==> src/rtl/led_rotator_pkg.sv <==
// Shared definitions for the LED rotator: step-mode encodings, parameter limits
// and the prescaler counter width helper.
package led_rotator_pkg;

  localparam int unsigned WIDTH_MIN = 2;
  localparam int unsigned WIDTH_MAX = 32;
  localparam int unsigned DIV_MIN   = 1;
  localparam int unsigned DIV_MAX   = 65535;
  localparam int unsigned MODE_W    = 2;

  typedef enum logic [MODE_W-1:0] {
    MODE_HOLD = 2'b00,
    MODE_ROL  = 2'b01,
    MODE_ROR  = 2'b10,
    MODE_SHL  = 2'b11
  } mode_e;

  // Bits needed to hold DIV-1, never less than one.
  function automatic int unsigned cnt_width(input int unsigned div);
    int unsigned w;
    w = 1;
    while ((64'd1 << w) < 64'(div)) w++;
    return w;
  endfunction

endpackage

==> src/rtl/led_rotator_tick_gen.sv <==
// Prescaler: counts enabled cycles and flags the cycle that completes a DIV period.
module tick_gen
  import led_rotator_pkg::*;
#(
  parameter int unsigned DIV = 4
) (
  input  logic clk,
  input  logic rst,
  input  logic en,
  input  logic clr,
  output logic tick
);

  localparam int unsigned      CNT_W    = cnt_width(DIV);
  localparam logic [CNT_W-1:0] CNT_LAST = CNT_W'(DIV - 1);

  logic [CNT_W-1:0] cnt_q;
  logic [CNT_W-1:0] cnt_d;
  logic             at_last;

  always_comb begin
    at_last = (cnt_q == CNT_LAST);
    cnt_d   = cnt_q;
    if (clr) begin
      cnt_d = '0;
    end else if (en) begin
      cnt_d = at_last ? '0 : cnt_q + CNT_W'(1);
    end
  end

  always_ff @(posedge clk) begin
    if (rst) begin
      cnt_q <= '0;
    end else begin
      cnt_q <= cnt_d;
    end
  end

  // A clear or reset in the terminal cycle suppresses the step.
  assign tick = en & at_last & ~clr & ~rst;

endmodule

==> src/rtl/led_rotator.sv <==
// LED rotator: a WIDTH-bit register that rotates or shifts once per prescaled
// tick, with parallel load and an end-crossing wrap pulse.
module led_rotator
  import led_rotator_pkg::*;
#(
  parameter int unsigned WIDTH = 8,
  parameter int unsigned DIV   = 4,
  parameter logic [31:0] INIT  = 32'd1
) (
  input  logic             clk,
  input  logic             rst,
  input  logic             en,
  input  logic [1:0]       mode,
  input  logic             load,
  input  logic [WIDTH-1:0] din,
  input  logic             sin,
  output logic [WIDTH-1:0] q,
  output logic             tick,
  output logic             wrap
);

  logic [WIDTH-1:0] q_q;
  logic [WIDTH-1:0] q_d;
  logic             wrap_q;
  logic             wrap_d;

  tick_gen #(
    .DIV (DIV)
  ) u_tick_gen (
    .clk  (clk),
    .rst  (rst),
    .en   (en),
    .clr  (load),
    .tick (tick)
  );

  // Load beats any step; wrap only reports a set bit leaving an end under rotation.
  always_comb begin
    q_d    = q_q;
    wrap_d = 1'b0;
    if (load) begin
      q_d = din;
    end else if (tick) begin
      case (mode_e'(mode))
        MODE_HOLD: q_d = q_q;
        MODE_ROL: begin
          q_d    = {q_q[WIDTH-2:0], q_q[WIDTH-1]};
          wrap_d = q_q[WIDTH-1];
        end
        MODE_ROR: begin
          q_d    = {q_q[0], q_q[WIDTH-1:1]};
          wrap_d = q_q[0];
        end
        MODE_SHL: q_d = {q_q[WIDTH-2:0], sin};
        default:  q_d = q_q;
      endcase
    end
  end

  always_ff @(posedge clk) begin
    if (rst) begin
      q_q    <= INIT[WIDTH-1:0];
      wrap_q <= 1'b0;
    end else begin
      q_q    <= q_d;
      wrap_q <= wrap_d;
    end
  end

  assign q    = q_q;
  assign wrap = wrap_q;

endmodule

==> config.mk <==
export PLATFORM = sky130hd
export DESIGN_NAME = led_rotator
export DESIGN_NICKNAME = d
export VERILOG_FILES = /design/src/rtl/led_rotator_pkg.sv /design/src/rtl/led_rotator_tick_gen.sv /design/src/rtl/led_rotator.sv
export SDC_FILE = /design/constraint.sdc
export NUM_CORES = 1
export LEC_CHECK = 0
export ABC_CLOCK_PERIOD_IN_PS = 1800
export BUFFER_PORTS_ARGS = -buffer_cell sky130_fd_sc_hd__buf_2
export CELL_PAD_IN_SITES_DETAIL_PLACEMENT = 0
export CELL_PAD_IN_SITES_GLOBAL_PLACEMENT = 2
export CORE_ASPECT_RATIO = 1.1
export CORE_MARGIN = 10
export CORE_UTILIZATION = 27
export CTS_CLUSTER_DIAMETER = 120
export DETAILED_ROUTE_END_ITERATION = 8
export PLACE_DENSITY = 0.77
export SLEW_MARGIN = 30
export SYNTH_ARGS = -nofsm -noshare
export SYNTH_HDL_FRONTEND = slang
export SYNTH_SLANG_ARGS = --single-unit
==> constraint.sdc <==
create_clock -name clk -period 1.8 [get_ports clk]
set_clock_uncertainty 0.05 [all_clocks]
set_input_delay 0.09 -clock clk [delete_from_list [all_inputs] [get_ports clk]]
set_output_delay 0.09 -clock clk [all_outputs]
set_load 0.01 [all_outputs]
# --- Yosys cells after proc, flatten, opt, wreduce, memory -nomap -nowiden ---
# Cells that the tools add are included.
word_totals:
  register_bits: 11
  inputBits: 15
  output_inout_bits: 10
  word_cells: 25
op_classes:
  add_sub_neg: 1
  eq_ne: 5
  muxes: 5
  n_bitwise: 6
  reduce_logical: 5
ops:
  columns: ["cell", "n"]
  rows:
  - ["8-bit one-hot mux with 3 select lines", 1]
  - ["8-bit 2-to-1 mux", 2]
  - ["2-bit equality test (second input constant)", 3]
  - ["1-bit bitwise AND", 3]
  - ["1-bit inverter", 3]
  - ["3-bit OR reduction", 1]
  - ["2-bit by 1-bit adder with 2-bit output (second input constant)", 1]
  - ["2-bit by 1-bit equality test with 1-bit output (second input constant)", 1]
  - ["2-bit logical NOT", 1]
  - ["2-bit 2-to-1 mux", 1]
  - ["2-bit != test (second input constant)", 1]
  - ["1-bit one-hot mux with 2 select lines", 1]
  - ["2-bit AND reduction", 1]
  - ["2-bit nonzero test", 1]
  - ["2-bit OR reduction", 1]

# --- Logic depth before layout (Yosys ltp) ---
# Gate-level depths: netlist of the first run.
depth:
  depth_word: 6
  mapped_depth: 6
  mapped_depth_nobuf: 5

# --- Hierarchy ---
# A second synthesis of the first run with hierarchy kept.
unflattened:
  hier_cells: 72
  hier_area_um2: 653.1
by_module_without_submodules:
  columns: ["mod", "n_inst", "cells_per_inst", "area_per_inst_um2", "seq_area_each_um2"]
  rows:
  - ["led_rotator", 1, 62, 549.3, 180.2]
  - ["tick_gen", 1, 10, 103.8, 40.0]

# --- Worst setup path after synthesis of the first run ---
# No wires, ideal clock.
synth_path:
  path_kind: "register to register"
  from: "reg u_tick_gen.cnt_q[0]"
  to: "reg q_q[2] (netlist: q[2])"
  setup_ns: 0.119
  arrival_ns: 1.207
  required_ns: 1.631
  slack_ns: 0.425
  stages_incl_launch_ff: 5
  n_path_buf: 0
  synth_period_minus_slack_ns: 1.375
  cell_sequence: "dfxtp_1 -> ha_1 -> nand3b_4 -> or3_4 -> o221a_1"
synth_between:
  elab_chain_len: 6
synth_lines:
  columns: ["element", "line", "source"]
  rows:
  - ["start: declaration", "led_rotator_tick_gen.sv:17", "logic [CNT_W-1:0] cnt_q;"]
  - ["start signal: assignment", "led_rotator_tick_gen.sv:35", "cnt_q <= cnt_d;"]
  - ["2-bit equality test", "led_rotator_tick_gen.sv:22", "at_last = (cnt_q == CNT_LAST);"]
  - ["1-bit bitwise AND (3 in a row)", "led_rotator_tick_gen.sv:40", "assign tick = en & at_last & ~clr & ~rst;"]
  - ["2-bit nonzero test (no line)", null, null]
  - ["2-bit AND reduction (no line)", null, null]
  - ["end signal: assignment", "led_rotator.sv:62", "q_q <= INIT[WIDTH-1:0];"]
  - ["end signal: assignment", "led_rotator.sv:65", "q_q <= q_d;"]
  - ["end: declaration", "led_rotator.sv:22", "logic [WIDTH-1:0] q_q;"]
# No other way between the ends.
# A chain may end at the register's enable or synchronous reset.

# --- Worst setup path after layout of the first run ---
layout_path:
  from: "reg u_tick_gen.cnt_q[0]"
  to: "reg q_q[4] (netlist: q[4])"
# Same word-level chain as after synthesis.

==> qor.txt, run 1 <==
CTS max path bufs: 2
Largest cells by area after synthesis: dfxtp_1 (33%), ha_1 (9.4%), a221oi_1 (6.6%)
Area Overhead vs Synth: 26.6%
Final Max Tran Viols: 0
Clock slew at reported path FFs: 0.08 ns
Fill count: 281
Met2 global-route usage: 12.6%
Worst vdd ir: 0.000329 V
Initial antenna violation count: 0
Max Freq: 678 MHz
Design Power: 0.000553 W
Cell taking the most area after synthesis: dfxtp_1
Largest net degree at the start of global routing: 17
Worst-path fanout max: 9
Final Cycle Share: 82.0%
First-pass GRT wire length: 3.12 mm
DIE WIDTH: 67.3 um
Largest stage delay, worst path: 0.37 ns
Routed wire length: 1.85 mm
Die span in y: 72.0 um
RSZ-0062 raised after global routing: no
CP Capture Type: flop
Critical Path Start Type: flop
Ys flop type: dfxtp_1
Routed Antenna Nets: 0
Final min period: 1.48 ns
Mapped Area: 664 um^2
P per Cell Area: 658 nW/um^2
Final hold vios: 0
Final Util: 36.6%
Clock sink total: 11
N_diodes: 0
Die Area: 4850 um^2
Setup TNS: 0 ns
Clk root buf: clkbuf_4
Distinct cells, synth: 23
Worst slew pin tran: 0.317 ns
Post-cts sizing count: 0
Sequential fraction of the synthesis area: 33.1%
Share of the synthesized area in the top cell type: 33.1%
Routed len/inst: 14.6 um
TritonCTS buffer count: 3
I/O pins: 25
Setup violators final: 0
Status: finished, final reports clean
CTS tree: yes
Drt pass-1 iters: 4
Seq cells post-synth: 11
Yosys warnings: 0
Post-synth EDFFs: 0
Via density: 5.26
Crit Path Class: flop to flop
Met1 Usage GRT: 9.51%
Cell types with the highest counts after synthesis: dfxtp_1 (11), inv_1 (7), a221oi_1 (5), ha_1 (5), nor3_1 (5)
Initial core utilization: 28.9%
Placeable Area: 2300 um^2
Worst EP arrival: 1.59 ns
CP Cell Sequence: ha_1, nand3b_4, or3_4, o221a_1
Final nets: 118
# DRC: 0
Max-cap violation count: 0
Most common cell in the netlist: dfxtp_1
CP required: 1.92 ns
DP Wirelength: 1.41 mm
M3 GR Usage: 2.15%
Via count: 668
Port Buffers: 24
Total GRT Usage: 8.22%
Slew Limit Headroom: 78.7%
Share of cells above drive strength 1: 32.0%
HP Class: primary input to flop
Post-CTS Hold Buffers: 0
Lkg Pwr: 0.406 nW
Vias in the first global route: 680
Grt total ovfl: 0
Post-synthesis net count: 92
Postcts setup bufs: 0
Drt first-iter violations: 17
Gpl congestion: 0.706
CTS H-tree lvls: 1
CP max-delay cell: dfxtp_1
Std cell rows: 18
Syn Area/Cell: 9.23 um^2
Grt peak-use layer: met2
Clk_lat worst skew: 0.27 ns
Async set or reset register ratio after synthesis: 0%
Cells after synthesis: 72
[worst max-delay path: cells and delay by family, from the launching register on]
kind	cells	cell delay [ns]
and+or+nand+nor	2	0.51
AOI/OAI and AO/OA	1	0.21
adders and majority gates	1	0.25
DFF	1	0.37
[worst paths after layout]
path | startpoint | endpoint | slack, ns | depth (start not counted)
min | din[5] | q[5] | 0.05 | 3
min reg2reg | q[3] | q[3] | 0.48 | 2
max | u_tick_gen.cnt_q[0] | q[4] | 0.32 | 4
max reg2reg | u_tick_gen.cnt_q[0] | q[4] | 0.32 | 4
[metrics by stage]
stage	worst slack [ns]	cell area (um^2)	std cells	hold WS (ns)
floorplan	0.425	664	72	0.186
global placement	0.379	815	123	0.340
detailed placement	0.340	815	123	0.335
CTS	0.312	841	127	0.0492
global route	0.197	841	127	0.0830
finish	0.324	841	127	0.0494
[logic make-up after synthesis]
group | after synthesis | synth area share [%]
compound gates | 23 | 27.7
fa+ha+maj | 5 | 9.42
buf+inv | 11 | 6.21
flops | 11 | 33.1
mux | 1 | 1.51
simple gates | 21 | 22.0
[cells in the final DEF (no fill, tap or decap)]
cell type and n:
or3_4 1, inv_1 7, nand3b_4 1, buf_2 24, o221a_1 3, a21o_2 1
nor3b_1 2, nor3_1 5, nand2b_1 1, clkbuf_1 1, nor4b_1 1, a22o_1 4
o21ai_0 1, a21oi_1 4, ha_1 5, dfxtp_1 11, nor2_1 4, a221oi_1 5
nand4b_1 4, and3_1 1, buf_4 1, mux2i_1 1, clkbuf_4 3, o31ai_1 4
nand2_1 1, a211oi_1 1
[registers in the layout, summed over array words and instances (netlist names)]
name,flops
wrap,1
u_tick_gen.cnt_q,2
q,8
[power breakdown]
part / leakage (nW) / switching [W] / internal (W)
registers: 0.0906 / 0.0000161 / 0.000257
clock network: 0.0150 / 0.0000877 / 0.0000857
logic: 0.300 / 0.0000553 / 0.0000510
[per-layer routing]
layer	wire length, um	share of wire (%)	vias to the layer above
met5	0	0	-
met3	127	6.9	2
li1	-	-	327
met1	843	45	316
met4	34	1.8	0
met2	848	46	23
[cell type report]
cell class | count | area [um^2] | area share (%)
multi-input cells | 50 | 403 | 47.9
flip-flops and latches | 11 | 220 | 26.2
well taps | 30 | 37.5 | 4.46
clock buffers | 4 | 26.3 | 3.13
repair buffers | 25 | 128 | 15.2
inverters | 7 | 26.3 | 3.13
Power figures use the tool's default switching activity.
==> inputs of run 2 (changes only) <==
ABC_CLOCK_PERIOD_IN_PS = 1300   (was 1800)
CORE_UTILIZATION = 24   (was 27)
PLACE_DENSITY = 0.72   (was 0.77)
clock period = 1.3 ns   (was 1.8 ns; I/O delays follow)
==> run 2 against run 1 <==
Net effect: the run now ends with negative setup slack left; combinational power rose by 82%; hold slack worse by 0.00079 ns; sequential cell count stayed put; critical path type unchanged; largest power group unchanged.
==> qor.txt, run 2 (synthesis gave the netlist of run 1 again) <==
Max Freq: 745 MHz
Largest net degree at the start of global routing: 17
Slew Limit Headroom: 67.8%
Setup TNS: -0.132 ns
Worst-path fanout max: 4
Clk_lat worst skew: 0.27 ns
Worst EP arrival: 1.45 ns
Clock sink total: 11
Most frequent cells in the layout: buf_2 (24), buf_4 (13), dfxtp_1 (9), inv_1 (7), a221oi_1 (5)
Final Max Tran Viols: 0
Routed Antenna Nets: 0
Leading cell type in the layout, fill and taps excluded: buf_2
Hold depth: 3
Area Overhead vs Synth: 52.9%
Via density: 4.85
Clk root buf: clkbuf_4
Die Area: 5280 um^2
CP Capture Type: flop
Worst slew pin tran: 0.483 ns
Placed cell area: 928 um^2
P per Cell Area: 796 nW/um^2
Critical Path Start Type: flop
Crit Path Class: flop to flop
Total GRT Usage: 7.71%
Internal cell power: 0.000572 W
Min-delay src: din[0]
Worst R2R Start: u_tick_gen.cnt_q[1]
Worst setup margin: -0.0427 ns
Max-cap violation count: 0
Final hold vios: 0
CTS max path bufs: 2
Initial antenna violation count: 0
Fin area: 1020 um^2
RSZ-0062 raised after global routing: yes
R2r worst-path depth: 4
Largest stage delay, worst path: 0.38 ns
Std cell rows: 19
Gpl congestion: 0.689
Switching Share: 29.3%
Final Util: 39.6%
CP max-delay cell: or3_4
DIE WIDTH: 70.2 um
Die span in y: 75.2 um
Drt first-iter violations: 37
Port Buffers: 24
Design Power: 0.000809 W
HP Class: primary input to flop
Status: finished with violations
Routed len/inst: 14.7 um
Psw: 0.000237 W
Routed wire length: 2.07 mm
Violated checks: negative setup slack
Post-CTS Hold Buffers: 0
CP Cell Sequence: ha_4, nand3b_4, or3_4, o221a_1
CTS H-tree lvls: 1
Final nets: 131
Lkg Pwr: 0.482 nW
Vias in the first global route: 685
Max reg flops: 8
Fill count: 271
Worst vdd ir: 0.000439 V
CTS tree: yes
Placeable Area: 2570 um^2
CP required: 1.41 ns
DP Wirelength: 1.61 mm
Drt pass-1 iters: 5
Register share of total power: 46.9%
Launch point of the worst path: u_tick_gen.cnt_q[1]
Worst slack, placed: -0.0624 ns
Combinational power share: 23.8%
First-pass GRT wire length: 3.26 mm
Worst Hold Endpoint: q[0]
Initial core utilization: 25.9%
N_diodes: 0
TritonCTS buffer count: 3
Clock slew at reported path FFs: 0.07 ns
# DRC: 0
Grt total ovfl: 0
Clock share of power: 29.4%
Share of cells above drive strength 1: 47.3%
Setup violators final: 4
Final min period: 1.34 ns
I/O pins: 25
Final Cycle Share: 103%
Via count: 684
Critical R2R Capture: q[2]
R2r setup slk: -0.04 ns
## run 2: cell types whose count changed in the layout (fill, tap and decap cells not counted)
| cell | previous run | this run |
|---|---|---|
| buf_4 | 1 | 13 |
| o31ai_1 | 4 | 0 |
| o31ai_4 | 0 | 3 |
| dfxtp_1 | 11 | 9 |
| dfxtp_2 | 0 | 2 |
| a21o_2 | 1 | 0 |
| a21o_4 | 0 | 1 |
| buf_6 | 0 | 1 |
| ha_1 | 5 | 4 |
| ha_4 | 0 | 1 |
| nor3_1 | 5 | 4 |
| nor3_2 | 0 | 1 |
| o31ai_2 | 0 | 1 |
## run 2: worst max-delay path by stage
| stage | end | slack, ns | depth (start not counted) |
|---|---|---|---|
| floorplan | q[2] | -0.03 | 4 |
| global placement | q[2] | -0.02 | 4 |
| detailed placement | q[7] | -0.06 | 7 |
| CTS | q[4] | -0.05 | 4 |
| global route | q[6] | -0.12 | 4 |
| finish | q[2] | -0.04 | 4 |
## run 2: final cells by class
cell class / count / area [um^2] / share of cell area, %
inverter: 7 / 26.3 / 2.59
clock buffer: 4 / 26.3 / 2.59
timing repair buffer: 38 / 229 / 22.5
tap: 31 / 38.8 / 3.82
sequential: 11 / 223 / 21.9
multi-input combinational: 50 / 473 / 46.6
## run 2: power by group through the flow
stage	Sequential [W]	Combinational (W)	Clock (W)
finish	0.000379	0.000193	0.000237
global route	0.000383	0.000213	0.000268
global placement	0.000387	0.000172	0
floorplan	0.000390	0.0000794	0
detailed placement	0.000388	0.000172	0
CTS	0.000379	0.000181	0.000253
## run 2: per-layer routing
| layer | vias up | global-route usage [%] | part of all wire (%) |
|---|---|---|---|
| li1 | 356 | - | - |
| met5 | - | 0 | 0 |
| met3 | 2 | 2.37 | 4.3 |
| met2 | 13 | 14.2 | 56 |
| met1 | 313 | 7.62 | 39 |
| met4 | 0 | 4.61 | 1.1 |
## run 2: critical path: cells and delay by family, from the launching register on
family                   cells  cell delay [ns]
AND/OR/NAND/NOR              2             0.47
flip-flops                   1             0.35
AO/OA/AOI/OAI                1             0.21
adder cells (fa/ha/maj)      1             0.16
## run 2: metrics by stage
step                hold slack [ns]  instances
detailed placement            0.316        137
global route                 0.0671        141
finish                       0.0486        141
global placement              0.307        137
CTS                          0.0228        141
floorplan                     0.136         72
## run 2: repair_timing
| item | CTS | global route |
|---|---|---|
| endpoints found under the setup margin | 7 | 8 |
| cloned | 0 | 0 |
| endpoints found under the hold margin | 0 | 0 |
| setup buffers | 0 | 0 |
| resized for setup | 5 | 5 |
| pin swaps | 3 | 1 |
